<file path="config.mk">
export PLATFORM = sky130hd
export DESIGN_NAME = matvec_mac_sequencer
export DESIGN_NICKNAME = d
export VERILOG_FILES = /design/src/rtl/matvec_mac_sequencer.sv
export SDC_FILE = /design/constraint.sdc
export NUM_CORES = 2
export LEC_CHECK = 0
export BUFFER_PORTS_ARGS = -buffer_cell sky130_fd_sc_hd__buf_2
export CAP_MARGIN = 20
export CORE_UTILIZATION = 50
export CTS_BUF_LIST = sky130_fd_sc_hd__clkbuf_4
export CTS_CLUSTER_DIAMETER = 60
export CTS_CLUSTER_SIZE = 14
export DETAILED_ROUTE_END_ITERATION = 16
export GPL_TIMING_DRIVEN = 0
export PLACE_DENSITY = 0.77
export SYNTH_ARGS = -nofsm -noshare
export SYNTH_HDL_FRONTEND = slang
export SYNTH_SLANG_ARGS = --single-unit
</file>
<file path="constraint.sdc">
create_clock -name clk -period 12.35 [get_ports clk]
set_input_delay 2.47 -clock clk [delete_from_list [all_inputs] [get_ports clk]]
set_output_delay 2.47 -clock clk [all_outputs]
set_load 0.02 [all_outputs]
</file>
<file path="src/rtl/matvec_mac_sequencer.sv">
// Time-multiplexed matrix-times-vector: one shared MAC walks the i index for each column j
// and streams result[j] out over a valid/ready handshake. States: IDLE load/wait, RUN accumulate, OUT present result.
module matvec_mac_sequencer #(
  parameter int ROWS = 3,
  parameter int COLS = 5,
  parameter int W    = 32,
  localparam int RW  = (ROWS > 1) ? $clog2(ROWS) : 1,
  localparam int CW  = (COLS > 1) ? $clog2(COLS) : 1
) (
  input  logic          clk,
  input  logic          rst_n,
  input  logic          wr_en,
  input  logic          wr_sel,
  input  logic [RW-1:0] wr_row,
  input  logic [CW-1:0] wr_col,
  input  logic [W-1:0]  wr_data,
  input  logic          start,
  output logic          busy,
  output logic          out_valid,
  input  logic          out_ready,
  output logic [W-1:0]  out_data,
  output logic [CW-1:0] out_idx,
  output logic          done
);

  localparam logic [RW-1:0] ROW_LAST = RW'(ROWS - 1);
  localparam logic [CW-1:0] COL_LAST = CW'(COLS - 1);

  typedef enum logic [1:0] {
    IDLE = 2'd0,
    RUN  = 2'd1,
    OUT  = 2'd2
  } state_t;

  state_t state, state_next;

  logic [W-1:0]  mat [ROWS][COLS];
  logic [W-1:0]  vec [ROWS];
  logic [RW-1:0] i;
  logic [CW-1:0] j;
  logic [W-1:0]  acc;
  logic [W-1:0]  prod;
  logic          last_row;
  logic          last_col;
  logic          hs;

  // Low W bits of the product are identical for signed and unsigned operands.
  assign prod     = mat[i][j] * vec[i];
  assign last_row = (i == ROW_LAST);
  assign last_col = (j == COL_LAST);
  assign hs       = (state == OUT) && out_ready;

  always_comb begin
    state_next = state;
    busy       = (state != IDLE);
    out_valid  = (state == OUT);
    case (state)
      IDLE:    if (start) state_next = RUN;
      RUN:     if (last_row) state_next = OUT;
      OUT:     if (out_ready) state_next = last_col ? IDLE : RUN;
      default: state_next = IDLE;
    endcase
  end

  always_ff @(posedge clk) begin
    if (!rst_n) state <= IDLE;
    else        state <= state_next;
  end

  always_ff @(posedge clk) begin
    if (!rst_n) begin
      for (int r = 0; r < ROWS; r++) begin
        vec[r] <= '0;
        for (int c = 0; c < COLS; c++) mat[r][c] <= '0;
      end
      i        <= '0;
      j        <= '0;
      acc      <= '0;
      out_data <= '0;
      out_idx  <= '0;
      done     <= 1'b0;
    end else begin
      done <= hs && last_col;
      if (state == IDLE && wr_en && wr_row <= ROW_LAST) begin
        if (wr_sel)                   vec[wr_row]         <= wr_data;
        else if (wr_col <= COL_LAST)  mat[wr_row][wr_col] <= wr_data;
      end
      case (state)
        IDLE: begin
          if (start) begin
            i   <= '0;
            j   <= '0;
            acc <= '0;
          end
        end
        RUN: begin
          if (last_row) begin
            out_data <= acc + prod;
            out_idx  <= j;
          end else begin
            acc <= acc + prod;
            i   <= i + 1'b1;
          end
        end
        OUT: begin
          if (out_ready && !last_col) begin
            j   <= j + 1'b1;
            i   <= '0;
            acc <= '0;
          end
        end
        default: ;
      endcase
    end
  end

endmodule

</file>
==> metrics.yaml <==
run:
  timing.max_cap.violations: 0
worst_setup_path:
  cp_max_fo: 10
  endpoint_kind: "flop"
  critical_path_class: "reg -> reg"
  cp_slowest_stage_delay_ns: 0.72
  arrival_ns: 12.68
  cp_slowest_cell: "clkbuf_1"
  crit_path_frequent_cell: "fa_1"
  required_ns: 13.22
  cp-start-kind: "flop"
detailed_routing:
  drt-wirelength-per-cell_um: 27.79
  drtIter0Drc: 4620
  postRouteAntennaNets: 0
  vias: 34830
  firstDrtPassIters: 8
  wl_um: 164600
  drc: 0
  vias_per_cell: 5.882
die:
  design.core.area_um2: 102300
  die_h_um: 324.0
  rows: 117
  die_x_um: 324.0
  start_util: 0.5068
  ioPinCount: 81
  dieArea_um2: 105000
yosys:
  syn_inst: 4108
  synth_edf_count: 768
  synth_top_area_share: 0.4447
  yosysMostFrequentCell: "edfxtp_1"
  async_reset_ff_frac: 0
  synth_sequential_area_ratio: 0.4745
  syn_avg_cell_area_um2: 12.62
  synth_area_leader_cell: "edfxtp_1"
  synth_seq_cells: 845
  ys_types: 70
  yosys_most_used_dff: "edfxtp_1"
  synth_common_cells: "768 x edfxtp_1, 547 x inv_1, 438 x fa_1, 436 x nor2_1, 363 x and2_1"
  synthTopCellsByArea: "edfxtp_1 44%, fa_1 17%, mux4_2 5.9%, and2_1 4.4%, inv_1 4.0%"
  netlist_area_um2: 51850
  yosysWarnings: 0
cts:
  numCtsBuffers: 78
  cts_resized: 5
  clock_latency_ns: 1.01
  cts_max_level: 3
  clk_pin_slew_ns: 0.14
  cts_max_path_buffers: 3
  cts_tree: "done"
  clkSinkCount: 845
  clock-root-buffer: "clkbuf_4"
  cts_setup_buffers: 0
  hold_buffers: 0
place:
  dp_hpwl_um: 123100
  gp_congestion: 0.9612
  numPortBuffers: 80
grt:
  grt_pass1_vias: 35220
  grt_pass1_wl_um: 234000
  antenna_found_initial: 13
  grt_max_degree: 28
  grt_util_all_layers: 0.3186
  grt_overflow_total: 0
timing:
  max_freq_mhz: 84.70
  final_max_slew_viol_count: 0
  hold_viol: 0
  max-slew-margin-rel: 0.1325
  fin_crit_ns: 11.81
  clock_skew_ns: 0.08018
  rsz0062_at_grt: "false"
  finalCritPeriodShare: 0.9560
  setup_violations: 0
  tightest_slew_ns: 1.301
finish:
  drive_gt1_frac: 0.1138
  fill_cells: 8401
  fin_nets: 5112
  seqCellArea_um2: 24600
  synthToLayoutAreaGrowth_pct: 9.531
  final_util: 0.5551
  multi_input_area_um2: 24890
run_status:
  status: "finished, final reports clean"
hold_path:
  worstHoldPathType: "reg -> reg"
-- metal layers --
layer | routed length [um] | track usage | up-vias
li1 | - | - | 14250
met1 | 57020 | 0.3988 | 17570
met2 | 76000 | 0.5015 | 2443
met3 | 20490 | 0.07973 | 566
met4 | 11040 | 0.1915 | 4
met5 | 32 | 0 | -
-- worst max-delay path, delay by kind of cell (launching register included) --
family / cells / cell delay [ns]
XOR/XNOR: 1 / 0.51
AND/OR/NAND/NOR: 6 / 1.42
flip-flops: 1 / 0.37
adder cells (fa/ha/maj): 9 / 3.84
AO/OA/AOI/OAI: 10 / 2.79
buffers and inverters: 9 / 2.74
-- layout make-up --
| class | count | share of cell area |
|---|---|---|
| Multi-Input combinational cell | 2667 | 0.4383 |
| Clock buffer | 87 | 0.01150 |
| Inverter | 547 | 0.03615 |
| Antenna cell | 19 | 0.0008371 |
| Timing Repair Buffer | 125 | 0.02243 |
| Clock inverter | 24 | 0.005992 |
| Sequential cell | 845 | 0.4332 |
| Buffer | 240 | 0.02148 |
| Tap cell | 1368 | 0.03014 |
-- metrics by stage --
step / cell area, um^2 / worst slack, ns / hold slack, ns / instances / TNS (ns)
global placement: 54680 / -1.056 / 0.4416 / 5747 / -3.728
finish: 56800 / 0.5432 / 0.4611 / 5922 / 0
detailed placement: 55650 / -0.5577 / 0.4444 / 5785 / -1.398
CTS: 56660 / 0.2117 / 0.4632 / 5896 / 0
global route: 56760 / 0.09871 / 0.4844 / 5909 / 0
floorplan: 52570 / 3.363 / 0.4439 / 4299 / 0
-- kinds of logic after synthesis --
logic type	after synthesis	share of synthesized area
AO/OA/AOI/OAI	280	0.03429
XOR/XNOR	81	0.01568
adder cells (fa/ha/maj)	565	0.1997
buffers and inverters	787	0.06290
flip-flops	845	0.4745
multiplexers	267	0.09162
other	1	0.00007232
AND/OR/NAND/NOR	1282	0.1212
-- registers in the layout, indices dropped and copies added, names as in the netlist, named ones only --
signal,count
acc,32
done,1
i,2
j,3
mat,640
out_data,32
out_idx,3
state,2
vec,128
-- path summary, 6_finish.rpt --
kind | start | to | slack [ns] | depth (start not counted)
worst max-delay path | j[0]$_SDFFE_PN0P_ | acc[30]$_SDFFE_PN0P_ | 0.54 | 35
worst min-delay path | out_idx[0]$_SDFFE_PN0P_ | out_idx[0]$_SDFFE_PN0P_ | 0.46 | 2
worst max register to register | j[0]$_SDFFE_PN0P_ | acc[30]$_SDFFE_PN0P_ | 0.54 | 35
worst min register to register | out_idx[0]$_SDFFE_PN0P_ | out_idx[0]$_SDFFE_PN0P_ | 0.46 | 2
-- cell usage in the layout, fill, tap and decap left out, types with 9 or more instances in the layout --
cell / Yosys / layout
diode_2: 0 / 19
mux2i_1: 85 / 85
buf_16: 0 / 19
a21oi_1: 80 / 78
nand2_1: 251 / 248
buf_12: 6 / 15
a22oi_1: 42 / 42
o21ai_1: 15 / 14
o22ai_1: 18 / 18
buf_2: 15 / 96
nand2b_1: 100 / 97
ha_1: 127 / 127
edfxtp_1: 768 / 768
mux4_1: 22 / 22
o21a_1: 12 / 12
a21o_1: 27 / 27
xor2_1: 10 / 10
nor2_1: 436 / 435
nand3_1: 28 / 28
xnor2_1: 63 / 62
clkbuf_1: 178 / 173
o21ai_0: 46 / 36
or2_2: 28 / 28
and2_1: 363 / 363
fa_1: 438 / 438
buf_4: 19 / 27
mux4_2: 135 / 135
clkbuf_4: 1 / 88
o21ai_4: 0 / 10
conb_1: 1 / 192
nor3_1: 10 / 9
inv_1: 547 / 548
dfxtp_1: 77 / 77
buf_6: 14 / 18
mux2_2: 25 / 25
nor2b_1: 36 / 36
Power is left out: the tool's default activity adds up to more than one toggle a clock period on the data nets, which glitch-free logic cannot reach.
